`src/rtl/mux_16_to_1_pkg.sv`:
```
// Shared constants and a lane-extraction helper for the registered 16-to-1 selector.
package mux_16_to_1_pkg;

  localparam int unsigned N_LANES    = 16;
  localparam int unsigned SEL_W      = 4;
  localparam int unsigned LANE_MAX_W = 32;

  // Returns lane idx of a packed bus whose lanes are width bits wide (width <= LANE_MAX_W).
  function automatic logic [LANE_MAX_W-1:0] lane_of(
    input logic [N_LANES*LANE_MAX_W-1:0] bus,
    input int unsigned                   width,
    input logic [SEL_W-1:0]              idx
  );
    logic [N_LANES*LANE_MAX_W-1:0] sh;
    logic [LANE_MAX_W-1:0]         r;
    sh = bus >> (32'(idx) * width);
    r  = '0;
    for (int unsigned i = 0; i < LANE_MAX_W; i++) begin
      if (i < width) r[i] = sh[i];
    end
    return r;
  endfunction

endpackage

```
`src/rtl/mux_16_to_1_mux_2_1.sv`:
```
// Purely combinational 2:1 selector used as the leaf of the 16-to-1 tree.
module mux_2_1 #(
  parameter int unsigned WIDTH = 1
) (
  input  logic [WIDTH-1:0] a,
  input  logic [WIDTH-1:0] b,
  input  logic             s,
  output logic [WIDTH-1:0] y
);

  always_comb begin
    y = s ? b : a;
  end

endmodule

```
`src/rtl/mux_16_to_1.sv`:
```
// Registered 16-to-1 lane selector built from a 4-level 2:1 tree with a valid qualifier.
// Optional even-parity output enabled by defining MUX_16_TO_1_PARITY_EN.
module mux_16_to_1
  import mux_16_to_1_pkg::*;
#(
  parameter int unsigned WIDTH = 1
) (
  input  logic                 clk,
  input  logic                 rst,
  input  logic                 in_vld,
  input  logic [16*WIDTH-1:0]  in,
  input  logic [SEL_W-1:0]     sel,
  output logic [WIDTH-1:0]     out,
  output logic                 out_vld
`ifdef MUX_16_TO_1_PARITY_EN
  ,
  output logic                 out_par
`endif
);

  logic [WIDTH-1:0] l0 [N_LANES];
  logic [WIDTH-1:0] l1 [8];
  logic [WIDTH-1:0] l2 [4];
  logic [WIDTH-1:0] l3 [2];
  logic [WIDTH-1:0] lane;

  for (genvar k = 0; k < 16; k++) begin : g_unpack
    assign l0[k] = in[k*WIDTH +: WIDTH];
  end

  // Level n of the tree is steered by sel[n]; pairs are adjacent lanes.
  for (genvar i = 0; i < 8; i++) begin : g_lvl0
    mux_2_1 #(.WIDTH(WIDTH)) u_mux (.a(l0[2*i]), .b(l0[2*i+1]), .s(sel[0]), .y(l1[i]));
  end

  for (genvar i = 0; i < 4; i++) begin : g_lvl1
    mux_2_1 #(.WIDTH(WIDTH)) u_mux (.a(l1[2*i]), .b(l1[2*i+1]), .s(sel[1]), .y(l2[i]));
  end

  for (genvar i = 0; i < 2; i++) begin : g_lvl2
    mux_2_1 #(.WIDTH(WIDTH)) u_mux (.a(l2[2*i]), .b(l2[2*i+1]), .s(sel[2]), .y(l3[i]));
  end

  mux_2_1 #(.WIDTH(WIDTH)) u_lvl3 (.a(l3[0]), .b(l3[1]), .s(sel[3]), .y(lane));

  always_ff @(posedge clk) begin
    if (rst) begin
      out     <= '0;
      out_vld <= 1'b0;
    end else begin
      out_vld <= in_vld;
      if (in_vld) out <= lane;
    end
  end

`ifdef MUX_16_TO_1_PARITY_EN
  always_ff @(posedge clk) begin
    if (rst) begin
      out_par <= 1'b0;
    end else if (in_vld) begin
      out_par <= ^lane;
    end
  end
`endif

endmodule

```
`config.mk`:
```
export PLATFORM = sky130hd
export DESIGN_NAME = mux_16_to_1
export DESIGN_NICKNAME = d
export VERILOG_FILES = /design/src/rtl/mux_16_to_1_pkg.sv /design/src/rtl/mux_16_to_1_mux_2_1.sv /design/src/rtl/mux_16_to_1.sv
export SDC_FILE = /design/constraint.sdc
export NUM_CORES = 1
export LEC_CHECK = 0
export ABC_AREA = 1
export CORE_AREA = 4 4 41 43
export CTS_CLUSTER_DIAMETER = 80
export DETAILED_ROUTE_END_ITERATION = 8
export DIE_AREA = 0 0 45 47
export SLEW_MARGIN = 30
export SYNTH_ARGS = -nofsm -noshare
export SYNTH_HDL_FRONTEND = slang
export SYNTH_SLANG_ARGS = --single-unit
```
`constraint.sdc`:
```
create_clock -name clk -period 1.3 [get_ports clk]
set_input_delay 0.325 -clock clk [delete_from_list [all_inputs] [get_ports clk]]
set_output_delay 0.325 -clock clk [all_outputs]
set_load 0.02 [all_outputs]
```
# == After elaboration in Yosys (flattened, before gate mapping) ==
# Cells that the tools add are included.
# totals
ff_bits,2
word_cells,17
# op_classes
muxes,15
# ops
cell,n
1-bit 2-to-1 mux,15

# == Longest topological paths before layout ==
# Gate-level depths: netlist (run 1).
# logic_depth
word_depth,4
mapped_depth,10
depth_no_buf,9

# == Cells and area by module ==
# From an unflattened synthesis (run 1), not the netlist that was laid out.
# hier_totals
cells_unflattened,70
area_unflattened_um2,297.8
# by_module_without_submodules
mod,instances,cells_per_inst,area_per_inst_um2
mux_2_1,15,4,15.0
mux_16_to_1,1,10,72.6

# == Worst setup path before layout (run 1) ==
# No wires, ideal clock.
# synth_timing
path_type,in2reg
startpoint,in sel[0]
endpoint,reg out
setup_ns,0.109
arrival_time_ns,0.894
required_ns,1.191
setup_slack_ns,0.297
stages,10
path_buffers,1
path_cell_list,buf_6 -> inv_2 -> nand2_1 -> nand3_1 -> nand3_1 -> nand2_1 -> nand2_1 -> nand3_1 -> nand2_1 -> inv_1
# synth_between
elab_chain_len,4
# synth_lines
element,line,rtl
"start, declared",mux_16_to_1.sv:12,"input logic [SEL_W-1:0] sel,"
1-bit 2-to-1 mux (3 in a row),mux_16_to_1_mux_2_1.sv:12,y = s ? b : a;
1-bit 2-to-1 mux *,mux_16_to_1_mux_2_1.sv:12,
"end signal, assigned",mux_16_to_1.sv:52,if (in_vld) out <= lane;
"end, declared",mux_16_to_1.sv:13,"output logic [WIDTH-1:0] out,"
# Every way passes the cells marked *; elsewhere a longest branch is shown, timed or not.
# A chain may end at the register's enable or synchronous reset.

# == Worst setup path in the final report (run 1) ==
# layout_timing
startpoint,reg out
endpoint,out out
# No word-level cell between the ends.

==> out/results.tsv, run 1 <==
metric	value	unit
outcome	completed	
yosys.area.top_type	nand2_1	
worstSkewPairLatency	0.22	ns
fill_cells	161	
die_area	0.00212	mm²
end_kind	primary output	
clockBufferDepth	2	
p_leak	0.273	nW
grt-ovfl-total	0	
vdd_drop_max	0.000225	V
cts.clk_slew.worst_paths	0.03	ns
max_freq	0.831	GHz
yosysWarnings	0	
start_util	0.176	
setup_viol	0	
r2r-start	out	
routed_wl	764	µm
vias	352	
grt_max_degree	9	
crit_fanout	2	
grt_usage	0.0828	
drive_above_1_share	0.0946	
drt_first_pass_iters	4	
critical_path_class	register to primary output	
holdPathEnd	out	
die_h	47	µm
yosys_register_bits	2	
crit_chain	dlygate4sd2_1	
cp-start-kind	register	
core_area	0.00130	mm²
final_cell_mix	nand2_1 (21), clkdlybuf4s50_1 (20), nand3_1 (13)	
viasPerCell	3.96	
dp.cells	86	
syn_area	229	µm²
hold_depth	4	
rows	13	
antenna_found_initial	0	
seqCellArea	40.0	µm²
worst_pin_slew	0.221	ns
max_stage_delay	0.34	ns
worst-path-buf-inv	1	
dieWidth	45	µm
synth_top_area_frac	0.344	
port_buffers	24	
syn_inst	46	
hold_class	register to register	
gp_congestion	0.681	
rr_endpoint	out	
syn_to_final_growth	126	%
antenna_cells	0	
fin_skew	0	ns
yosysSeqAreaShare	0.175	
nNetsFinal	99	
period_share	0.926	
postPlaceCellArea	492	µm²
h-tree-depth	1	
max_cap_viol_count	0	
route.detailed.drc	0	
cts_tree	built	
holdWs	0.565	ns
finalNonFillerCells	89	
fin_area	517	µm²
post-route-min-period	1.20	ns
cp_top_family	buffers and inverters	
reg2reg_slack	0.67	ns
finalHoldViolations	0	
clock_sinks	2	
rr_worst_depth	4	
ys_top_cells_by_area	nand2_1 (34%), nand3_1 (28%), dfxtp_1 (17%)	
grt_pass1_wl	1.26	mm
rsz0062_at_grt	false	
multi_input_area	155	µm²
synth_fp_nets	69	
maxSlewViolCount	0	
cts_hold_buf	0	
required	0.98	ns
place_hpwl	678	µm
min_from	out	
syn_area_per_cell	4.98	µm²
postRouteAntennaNets	0	
routedWlPerCell	8.58	µm
cellPowerDensity	643	mW/mm²
grt_pass1_vias	339	
io_pins	25	
first_iter_violations	6	
cts_inserted_buffers	3	
final_common_cell	nand2_1	
root_buffer	clkbuf_4	
synth_cell_types	7	
cp.arrival	0.88	ns
slowest_stage	dlygate4sd2_1	
slew-limit-headroom	0.852	
-- area by class of cell --
type | instances | share of cell area
Multi-Input combinational cell | 37 | 0.300
Clock buffer | 3 | 0.0436
Sequential cell | 2 | 0.0775
Inverter | 6 | 0.0436
Tap cell | 15 | 0.0363
Timing Repair Buffer | 26 | 0.499
-- how the worst max path moves through the flow --
stage | from | to | depth (start not counted) | slack, ns
after floorplan | sel[0] | out | 10 | 0.30
after global placement | sel[0] | out | 10 | -0.23
after detailed placement | sel[0] | out | 10 | -0.23
after CTS | sel[0] | out | 10 | 0.004
after global routing | out | out | 1 | 0.06
final | out | out | 1 | 0.1
-- synthesized netlist by cell type --
cell	instances
buf_6	1
dfxtp_1	2
inv_1	5
inv_2	1
nand2_1	21
nand3_1	13
nor2_1	3
-- logic make-up (layout without fill, tap and decap cells) --
family        after synthesis  after routing  synth area share
simple gates               37             37             0.678
buf+inv                     7             35             0.148
flops                       2              2             0.175
-- state kept, by name, indices dropped and copies added, names as in the netlist --
register,flops
out,1
out_vld,1
-- power breakdown --
group / switching [mW] / internal [mW] / leakage (nW) / total (mW)
sequential: 0.00149 / 0.0661 / 0.0166 / 0.0676
clock: 0.0321 / 0.102 / 0.0138 / 0.134
combinational: 0.0475 / 0.0834 / 0.243 / 0.131
-- metrics by stage --
step                TNS (ns)   util  worst slack (ns)  power, mW
finish                     0  0.397            0.0961      0.332
global route               0  0.397            0.0580      0.359
CTS                        0  0.393           0.00384      0.343
detailed placement    -0.227  0.378            -0.227      0.204
global placement      -0.232  0.378            -0.232      0.204
floorplan                  0      -             0.297      0.119
-- per-layer routing --
layer  GRT usage  share of wire  up-vias
met5           0              0        -
met4      0.0351              0        0
met3      0.0345          0.086        0
met2       0.127           0.49       15
met1       0.102           0.43      136
li1            -              -      201
-- timing repair --
action,CTS,global route
pin swaps,0,0
gates resized for setup,2,3
setup endpoints to repair,2,1
setup buffers,0,0
(Power assumes the default switching activity.)
==> run 2, diff against run 1 <==
--- a/config.mk
+++ b/config.mk
@@ -10,6 +10,7 @@
 export CTS_CLUSTER_DIAMETER = 80
 export DETAILED_ROUTE_END_ITERATION = 8
 export DIE_AREA = 0 0 45 47
+export SKIP_LAST_GASP = 1
 export SLEW_MARGIN = 30
 export SYNTH_ARGS = -nofsm -noshare
 export SYNTH_HDL_FRONTEND = slang
==> results of run 2 <==
Same layout as run 1: the final DEF is identical, and so are final timing and power.
==> run 3, diff against run 2 <==
--- a/config.mk
+++ b/config.mk
@@ -6,10 +6,12 @@
 export NUM_CORES = 1
 export LEC_CHECK = 0
 export ABC_AREA = 1
+export CAP_MARGIN = 20
 export CORE_AREA = 4 4 41 43
 export CTS_CLUSTER_DIAMETER = 80
 export DETAILED_ROUTE_END_ITERATION = 8
 export DIE_AREA = 0 0 45 47
+export PLACE_DENSITY = 0.53
 export SKIP_LAST_GASP = 1
 export SLEW_MARGIN = 30
 export SYNTH_ARGS = -nofsm -noshare
==> out/results.tsv, run 3 (synthesized netlist as in run 1, its figures left out) <==
metric	value	unit	change
cts_inserted_buffers	3		unchanged
clockBufferDepth	2		unchanged
post-route-min-period	1.21	ns	was 1.20 ns
rows	13		unchanged
drive_above_1_share	0.0822		was 0.0946
period_share	0.931		was 0.926
place_ws	-0.233	ns	was -0.227 ns
io_pins	25		unchanged
outcome	completed		unchanged
critical_path_class	register to primary output		unchanged
route.detailed.drc	0		unchanged
cts_hold_buf	0		unchanged
final_common_cell	nand2_1		unchanged
worstSkewPairLatency	0.23	ns	was 0.22 ns
top_regs	out x1, out_vld x1		unchanged
required	0.98	ns	about the same
nNetsFinal	98		was 99
worst-path-stages	1		unchanged
routedWlPerCell	9.15	µm	was 8.58 µm
antenna_found_initial	0		unchanged
max_cap_viol_count	0		unchanged
end_kind	primary output		unchanged
holdWs	0.564	ns	was 0.565 ns
hold_depth	4		unchanged
cts_tree	built		unchanged
crit_chain	dlygate4sd2_1		unchanged
h-tree-depth	1		unchanged
cp-startpoint	out		unchanged
crit_fanout	2		unchanged
postRouteAntennaNets	0		unchanged
gp_congestion	0.667		was 0.681
core_area	0.00130	mm²	unchanged
grt-ovfl-total	0		unchanged
maxSlewViolCount	0		unchanged
cp_top_family	buffers and inverters		unchanged
vdd_drop_max	0.000290	V	was 0.000225 V
antenna_cells	0		unchanged
drt_first_pass_iters	1		was 4
rr_worst_depth	4		unchanged
worst_pin_slew	0.214	ns	was 0.221 ns
die_h	47	µm	unchanged
start_util	0.176		unchanged
first_iter_violations	0		was 6
r2r-start	out		unchanged
grt_max_degree	9		unchanged
reg2reg_slack	0.68	ns	was 0.67 ns
cp.arrival	0.89	ns	was 0.88 ns
max_freq	0.826	GHz	was 0.831 GHz
worst-path-buf-inv	1		unchanged
routed_wl	805	µm	was 764 µm
utilization	0.394		was 0.397
setup_viol	0		unchanged
worstSetupEndpoint	out		unchanged
grt_pass1_vias	371		was 339
vias	367		was 352
grt_pass1_wl	1.37	mm	was 1.26 mm
finalHoldViolations	0		unchanged
cellPowerDensity	659	mW/mm²	was 643 mW/mm²
port_buffers	24		unchanged
p_leak	0.270	nW	was 0.273 nW
syn_to_final_growth	124	%	was 126%
cp-start-kind	register		unchanged
rsz0062_at_grt	false		unchanged
fin_ws	0.0896	ns	was 0.0961 ns
clock_sinks	2		unchanged
fin_skew	0	ns	unchanged
final_cell_mix	nand2_1 (21), clkdlybuf4s50_1 (20), nand3_1 (13)		unchanged
seqCellArea	40.0	µm²	unchanged
rr_endpoint	out		unchanged
dieWidth	45	µm	unchanged
slowest_stage	dlygate4sd2_1		unchanged
fill_cells	158		was 161
slew-limit-headroom	0.857		was 0.852
hold_class	register to register		unchanged
min_from	out		unchanged
cts.clk_slew.worst_paths	0.03	ns	about the same
viasPerCell	4.17		was 3.96
multi_input_area	155	µm²	unchanged
die_area	0.00212	mm²	unchanged
grt_usage	0.0883		was 0.0828
max_stage_delay	0.33	ns	was 0.34 ns
root_buffer	clkbuf_4		unchanged
-- run 3: changes by cell type in the layout (fill, tap and decap cells not counted) --
cell / change
buf_4: -2
buf_6: +1
-- run 3: how the worst min path moves through the flow --
stage / endpoint / slack [ns]
6_report: out / 0.56
5_1_grt: out / 0.62
4_1_cts: out / 0.57
3_5_place_dp: out / 0.56
3_3_place_gp: out / 0.57
2_1_floorplan: out_vld / 0.40
-- run 3: repair_timing --
item / CTS / global route
gates resized for setup: 2 / 4
buffers inserted: 0 / 0
endpoints found under the setup margin: 2 / 1
-- run 3: report_power, final --
| group | internal (mW) | leakage (nW) | switching [mW] |
|---|---|---|---|
| Combinational | 0.0827 | 0.239 | 0.0478 |
| Clock | 0.102 | 0.0138 | 0.0380 |
| Sequential | 0.0660 | 0.0166 | 0.00160 |
| Total | 0.251 | 0.270 | 0.0874 |
-- run 3: area by class of cell --
| cell class | instances | share of cell area |
|---|---|---|
| Timing Repair Buffer | 25 | 0.495 |
| Clock buffer | 3 | 0.0439 |
| Multi-Input combinational cell | 37 | 0.302 |
| Sequential cell | 2 | 0.0780 |
| Tap cell | 15 | 0.0366 |
| Inverter | 6 | 0.0439 |
-- run 3: metal layers --
metal  routed length, µm  vias to the layer above  part of all wire  GRT usage
met3                  83                        0              0.10     0.0575
met2                 334                       15              0.41      0.136
met4                   0                        0                 0     0.0175
met1                 386                      152              0.48      0.104
met5                   0                        -                 0          0
li1                    -                      200                 -          -
-- run 3: worst reg2reg max path, stage by stage (launching register included) --
cell and delay (ns):
dfxtp_1 0.30, nor2_1 0.09, nor2_1 0.04, nand2_1 0.05, inv_1 0.03
-- run 3: per-stage QoR --
| step | total power [mW] | instances | TNS (ns) | area (µm²) |
|---|---|---|---|---|
| CTS | 0.349 | 88 | 0 | 504 |
| floorplan | 0.119 | 46 | 0 | 229 |
| global route | 0.371 | 88 | 0 | 513 |
| finish | 0.338 | 88 | 0 | 513 |
| detailed placement | 0.202 | 85 | -0.233 | 484 |
| global placement | 0.203 | 85 | -0.208 | 484 |
